==> src/rtl/seg7_scan_capture.sv <==
// Readback of a multiplexed 4-digit 7-segment scan into a 16-bit value.
// SEG_CAPTURE_BLANK_EN: accept the all-off pattern as a blank digit.
module seg7_scan_capture #(
  parameter int STABLE_CYC  = 16,
  parameter int TIMEOUT_CYC = 500000
) (
  input  logic        clk,
  input  logic        rst,
  input  logic [3:0]  AN,
  input  logic [7:0]  SEG,
  input  logic        err_clr,
  output logic [15:0] dat,
  output logic [3:0]  dp,
  output logic        frame_vld,
  output logic        seg_err,
  output logic        stale
`ifdef SEG_CAPTURE_BLANK_EN
  ,
  output logic [3:0]  blank
`endif
);

  localparam int SW = (STABLE_CYC > 2) ? $clog2(STABLE_CYC) : 1;
  localparam int TW = $clog2(TIMEOUT_CYC + 1);
  localparam logic [SW-1:0] STAB_LAST = SW'(STABLE_CYC - 1);
  localparam logic [TW-1:0] TO_LAST   = TW'(TIMEOUT_CYC - 1);

  typedef enum logic [1:0] {
    IDLE,
    SETTLE,
    HOLD
  } state_t;

  state_t state_q;

  logic [3:0]    an_s1_q, an_s2_q, an_p_q;
  logic [7:0]    seg_s1_q, seg_s2_q, seg_p_q;
  logic [SW-1:0] stab_q;
  logic [TW-1:0] idle_q;
  logic [15:0]   nib_q, nib_d;
  logic [3:0]    pt_q, pt_d;
  logic [3:0]    seen_q, seen_d;
  logic [15:0]   dat_q;
  logic [3:0]    dp_q;
  logic          frame_vld_q;
  logic          seg_err_q;
  logic          stale_q;

  logic          sel_vld;
  logic [1:0]    idx;
  logic          dec_ok;
  logic [3:0]    dec_nib;
  logic          chg;
  logic          acc;

`ifdef SEG_CAPTURE_BLANK_EN
  logic          dec_blank;
  logic [3:0]    blk_q, blk_d;
  logic [3:0]    blank_q;
`endif

  always_comb begin
    sel_vld = 1'b0;
    idx     = 2'd0;
    case (an_s2_q)
      4'b1110: begin sel_vld = 1'b1; idx = 2'd0; end
      4'b1101: begin sel_vld = 1'b1; idx = 2'd1; end
      4'b1011: begin sel_vld = 1'b1; idx = 2'd2; end
      4'b0111: begin sel_vld = 1'b1; idx = 2'd3; end
      default: ;
    endcase
  end

  // Active-low segment patterns, SEG[6:0] = g..a
  always_comb begin
    dec_ok  = 1'b1;
    dec_nib = 4'h0;
`ifdef SEG_CAPTURE_BLANK_EN
    dec_blank = 1'b0;
`endif
    case (seg_s2_q[6:0])
      7'h40: dec_nib = 4'h0;
      7'h79: dec_nib = 4'h1;
      7'h24: dec_nib = 4'h2;
      7'h30: dec_nib = 4'h3;
      7'h19: dec_nib = 4'h4;
      7'h12: dec_nib = 4'h5;
      7'h02: dec_nib = 4'h6;
      7'h78: dec_nib = 4'h7;
      7'h00: dec_nib = 4'h8;
      7'h10: dec_nib = 4'h9;
      7'h08: dec_nib = 4'hA;
      7'h03: dec_nib = 4'hB;
      7'h46: dec_nib = 4'hC;
      7'h21: dec_nib = 4'hD;
      7'h06: dec_nib = 4'hE;
      7'h0E: dec_nib = 4'hF;
`ifdef SEG_CAPTURE_BLANK_EN
      7'h7F: dec_blank = 1'b1;
`endif
      default: dec_ok = 1'b0;
    endcase
  end

  always_comb begin
    chg = {an_s2_q, seg_s2_q} != {an_p_q, seg_p_q};
    acc = (state_q == SETTLE) && sel_vld && !chg
          && (stab_q == STAB_LAST);
    nib_d = nib_q;
    nib_d[{idx, 2'b00} +: 4] = dec_nib;
    pt_d = pt_q;
    pt_d[idx] = ~seg_s2_q[7];
    seen_d = seen_q;
    seen_d[idx] = 1'b1;
`ifdef SEG_CAPTURE_BLANK_EN
    blk_d = blk_q;
    blk_d[idx] = dec_blank;
`endif
  end

  always_ff @(posedge clk or posedge rst) begin
    if (rst) begin
      an_s1_q     <= 4'hF;
      an_s2_q     <= 4'hF;
      an_p_q      <= 4'hF;
      seg_s1_q    <= 8'hFF;
      seg_s2_q    <= 8'hFF;
      seg_p_q     <= 8'hFF;
      state_q     <= IDLE;
      stab_q      <= '0;
      idle_q      <= '0;
      nib_q       <= '0;
      pt_q        <= '0;
      seen_q      <= '0;
      dat_q       <= '0;
      dp_q        <= '0;
      frame_vld_q <= 1'b0;
      seg_err_q   <= 1'b0;
      stale_q     <= 1'b0;
`ifdef SEG_CAPTURE_BLANK_EN
      blk_q       <= '0;
      blank_q     <= '0;
`endif
    end else begin
      an_s1_q     <= AN;
      an_s2_q     <= an_s1_q;
      an_p_q      <= an_s2_q;
      seg_s1_q    <= SEG;
      seg_s2_q    <= seg_s1_q;
      seg_p_q     <= seg_s2_q;
      frame_vld_q <= 1'b0;

      if (acc && !dec_ok) seg_err_q <= 1'b1;
      else if (err_clr)   seg_err_q <= 1'b0;

      unique case (state_q)
        IDLE: begin
          if (sel_vld) begin
            state_q <= SETTLE;
            stab_q  <= '0;
          end
        end
        SETTLE: begin
          if (!sel_vld)                state_q <= IDLE;
          else if (chg)                stab_q  <= '0;
          else if (stab_q == STAB_LAST) state_q <= HOLD;
          else                         stab_q  <= stab_q + 1'b1;
        end
        HOLD: begin
          if (chg) begin
            state_q <= sel_vld ? SETTLE : IDLE;
            stab_q  <= '0;
          end
        end
        default: state_q <= IDLE;
      endcase

      if (acc) begin
        idle_q <= '0;
        if (dec_ok) begin
          nib_q <= nib_d;
          pt_q  <= pt_d;
`ifdef SEG_CAPTURE_BLANK_EN
          blk_q <= blk_d;
`endif
          if (&seen_d) begin
            dat_q       <= nib_d;
            dp_q        <= pt_d;
            frame_vld_q <= 1'b1;
            seen_q      <= '0;
            stale_q     <= 1'b0;
`ifdef SEG_CAPTURE_BLANK_EN
            blank_q     <= blk_d;
`endif
          end else begin
            seen_q <= seen_d;
          end
        end
      end else if (idle_q == TO_LAST) begin
        // Scan silent too long: drop any partial frame
        stale_q <= 1'b1;
        seen_q  <= '0;
      end else begin
        idle_q <= idle_q + 1'b1;
      end
    end
  end

  assign dat       = dat_q;
  assign dp        = dp_q;
  assign frame_vld = frame_vld_q;
  assign seg_err   = seg_err_q;
  assign stale     = stale_q;
`ifdef SEG_CAPTURE_BLANK_EN
  assign blank     = blank_q;
`endif

endmodule

==> config.mk <==
export PLATFORM = sky130hd
export DESIGN_NAME = seg7_scan_capture
export DESIGN_NICKNAME = d
export VERILOG_FILES = /design/src/rtl/seg7_scan_capture.sv
export SDC_FILE = /design/constraint.sdc
export NUM_CORES = 1
export LEC_CHECK = 0
export ABC_AREA = 1
export BUFFER_PORTS_ARGS = -buffer_cell sky130_fd_sc_hd__buf_2
export CORE_MARGIN = 2
export CORE_UTILIZATION = 30
export CTS_CLUSTER_SIZE = 20
export DETAILED_ROUTE_END_ITERATION = 8
export GPL_ROUTABILITY_DRIVEN = 0
export PLACE_DENSITY = 0.54
export SLEW_MARGIN = 30
export SYNTH_ARGS = -nofsm -noshare
export SYNTH_HDL_FRONTEND = slang
export SYNTH_SLANG_ARGS = --single-unit
==> constraint.sdc <==
create_clock -name clk -period 5.85 [get_ports clk]
set_clock_uncertainty 0.15 [all_clocks]
set_input_delay 1.755 -clock clk [delete_from_list [all_inputs] [get_ports clk]]
set_output_delay 1.755 -clock clk [all_outputs]
set_load 0.01 [all_outputs]
==> impl_metrics.sql <==
INSERT INTO impl_metrics (metric_group, metric, value, unit) VALUES
('cells_and_area', 'num_antenna_cells', '0', ''),
('critical_path', 'crit_path_max_fanout', '13', ''),
('synth', 'synth.most_common_cell', 'nand2_1', ''),
('detailed_routing', 'routed-via-count', '4085', ''),
('timing', 'slew_headroom', '47.8', '%'),
('die', 'dieArea', '18800', 'um2'),
('timing', 'timing_hold_violations_final', '0', ''),
('clock_tree', 'tritoncts_buffer_count', '9', ''),
('detailed_routing', 'routed_wirelength_normalized_by_instance_count', '11.6', 'um'),
('clock_tree', 'postCtsResizedCells', '0', ''),
('cells_and_area', 'area.growth.synth_to_final', '12.9', '%'),
('placed_design', 'buffer_ports.inserted', '37', ''),
('clock_tree', 'clkLatencyLatePin', '0.35', 'ns'),
('synth', 'seq_area_frac_synth', '51.8', '%'),
('power_and_ir_drop', 'total_switching_power', '0.335', 'mW'),
('die', 'start_util', '30.7', '%'),
('global_routing', 'gr-usage-all-layers', '12.7', '%'),
('critical_path', 'timing.critical_path.from_type', 'flop', ''),
('detailed_routing', 'finalWirelength', '10.9', 'mm'),
('die', 'core_area', '17300', 'um2'),
('synth', 'ys_async_sr_fraction', '100', '%'),
('power_and_ir_drop', 'combinationalPowerShare', '5.3', '%'),
('clock_tree', 'clk_pin_slew_worst_paths', '0.07', 'ns'),
('critical_path', 'critPathArrivalTime', '3.23', 'ns'),
('timing', 'worst_pin_slew', '0.783', 'ns'),
('cells_and_area', 'multi_input_comb_area', '2160', 'um2'),
('critical_path', 'regToRegSetupSlack', '2.76', 'ns'),
('die', 'die_width', '137', 'um'),
('timing', 'final.setup.tns', '0', 'ns'),
('synth', 'synth.largest_area_cell', 'dfrtp_1', ''),
('global_routing', 'grt_pass1_wl', '18.8', 'mm'),
('critical_path', 'critical_path_class', 'flop to flop', ''),
('flow_run', 'max_capacitance_violation_total', '0', ''),
('critical_path', 'worst_ep_required_time', '5.98', 'ns'),
('power_and_ir_drop', 'swShare', '23.2', '%'),
('power_and_ir_drop', 'powerDensity', '241', 'nW/um2'),
('synth', 'yosys_most_used_dff', 'dfrtp_1', ''),
('hold_path', 'hold_class', 'flop to flop', ''),
('detailed_routing', 'via_per_inst', '4.34', ''),
('timing', 'rsz0062_at_grt', 'no', ''),
('global_routing', 'initial_antenna_violation_count', '0', ''),
('cells_and_area', 'drive_above_1_share', '15.8', '%'),
('timing', 'setup_viol', '0', ''),
('critical_path', 'regToRegEndpoint', 'dat[2]$_DFFE_PP0P_', ''),
('global_routing', 'grt_pass1_vias', '3934', ''),
('timing', 'fmaxAchievable', '323', 'MHz'),
('placed_design', 'dp.final_hpwl', '7.76', 'mm'),
('power_and_ir_drop', 'cellInternalPower', '1.11', 'mW'),
('synth', 'post-synth-top-area-fraction', '34.0', '%'),
('timing', 'finalWorstPathRequiredPeriod', '3.09', 'ns'),
('timing', 'final_min_period_over_clock_period', '52.9', '%'),
('clock_tree', 'ctsHtreeMaxLevel', '3', ''),
('critical_path', 'worstRegToRegCells', '14', ''),
('power_and_ir_drop', 'power.share.sequential', '54.1', '%'),
('synth', 'post_synth_inst_count', '673', ''),
('die', 'die_height', '137', 'um'),
('synth', 'synth-edff-count', '0', ''),
('critical_path', 'timing.rr.start', 'an_s2_q[1]$_DFF_PP1_', ''),
('power_and_ir_drop', 'worst_ir_drop_vdd', '0.000171', 'V'),
('global_routing', 'grt_max_degree', '67', ''),
('clock_tree', 'cts.path.max_buffers', '2', ''),
('clock_tree', 'numClockSinks', '108', ''),
('clock_tree', 'clock_tree_from_tritoncts', 'yes', ''),
('synth', 'syn-cell-area', '5310', 'um2'),
('detailed_routing', 'drt_iter0_drcs', '220', ''),
('cells_and_area', 'nFillCells', '1823', ''),
('detailed_routing', 'ant_nets', '0', ''),
('synth', 'ys.warnings.count', '0', ''),
('detailed_routing', 'route.detailed.drc', '0', ''),
('detailed_routing', 'drt_first_pass_iters', '4', ''),
('outcome', 'status', 'complete, no violations', '');
[layout by cell type (no fill, tap or decap), drive strengths merged]
master and count:
a21oi 1, clkinv 3, or2 2, xnor2 6, clkbuf 12, nor2 54, o211ai 6, dfrtp 72
a31o 1, nor4 2, xor2 3, ha 9, o21ai 10, buf 40, o22ai 1, nand2 290
nor3 13, nand3 47, nand4 21, nor3b 1, o21bai 4, inv 83, dfstp 36
[cell families after synthesis]
group / synth area share [%]
DFF: 51.8
buffers and inverters: 7.59
AOI/OAI and AO/OA: 2.81
xor gates and xnor gates: 1.49
adders and majority gates: 2.12
and+or+nand+nor: 34.2
[how the worst min path moves through the flow]
stage | start | end | slack, ns | depth (start not counted)
4_1_cts | an_s1_q[3]$_DFF_PP1_ | an_s2_q[3]$_DFF_PP1_ | 0.20 | 0
3_3_place_gp | seg_s1_q[3]$_DFF_PP1_ | seg_s2_q[3]$_DFF_PP1_ | 0.20 | 0
5_1_grt | an_s1_q[3]$_DFF_PP1_ | an_s2_q[3]$_DFF_PP1_ | 0.21 | 0
3_5_place_dp | an_s1_q[3]$_DFF_PP1_ | an_s2_q[3]$_DFF_PP1_ | 0.20 | 0
2_1_floorplan | an_s1_q[0]$_DFF_PP1_ | an_s2_q[0]$_DFF_PP1_ | 0.20 | 0
6_report | an_s1_q[3]$_DFF_PP1_ | an_s2_q[3]$_DFF_PP1_ | 0.20 | 0
[per-layer routing]
metal	track usage, %	part of all wire, %	up-vias
li1	-	-	2165
met1	17.4	49	1861
met2	20.3	46	51
met3	2.81	3.3	8
met4	3.61	1.2	0
met5	0	0	-
[stage by stage]
step | worst slack (ns) | std cells | hold WS [ns] | utilization (%)
final | 2.76 | 942 | 0.203 | 34.6
after global routing | 2.40 | 942 | 0.207 | 34.6
after CTS | 2.70 | 942 | 0.204 | 34.6
after detailed placement | 2.73 | 926 | 0.197 | 33.0
after global placement | 2.83 | 926 | 0.196 | 33.0
after floorplan | 1.16 | 673 | 0.195 | -
[flip-flops by register name, summed over array words and instances, names as in the netlist, 8 cells and up]
signal / cells
dat: 16
idle_q: 19
nib_q: 16
seg_p_q: 8
seg_s1_q: 8
seg_s2_q: 8
[worst max-delay path, cell delays in order, from the launching register on]
cell	delay (ns)
dfstp_2	0.55
inv_1	0.06
nand3_1	0.09
nand2_1	0.29
inv_1	0.25
ha_1	0.26
nor2_1	0.07
inv_1	0.07
nand3_1	0.11
inv_1	0.17
nand2_1	0.07
nor2_1	0.45
buf_4	0.29
nand2_1	0.06
nand2_1	0.07
[power groups by stage]
stage / combinational [mW] / sequential, mW / clock [mW]
finish: 0.0767 / 0.781 / 0.586
global route: 0.0914 / 0.783 / 0.643
CTS: 0.0791 / 0.781 / 0.616
detailed placement: 0.0789 / 0.794 / 0
global placement: 0.0789 / 0.794 / 0
floorplan: 0.0568 / 0.791 / 0
[cell type report]
type	instances	share of cell area, %
Clock buffer	12	4.30
Clock inverter	4	0.480
Inverter	82	5.18
Multi-Input combinational cell	471	36.0
Sequential cell	108	45.9
Tap cell	225	4.70
Timing Repair Buffer	40	3.47
Power figures use the tool's default switching activity.
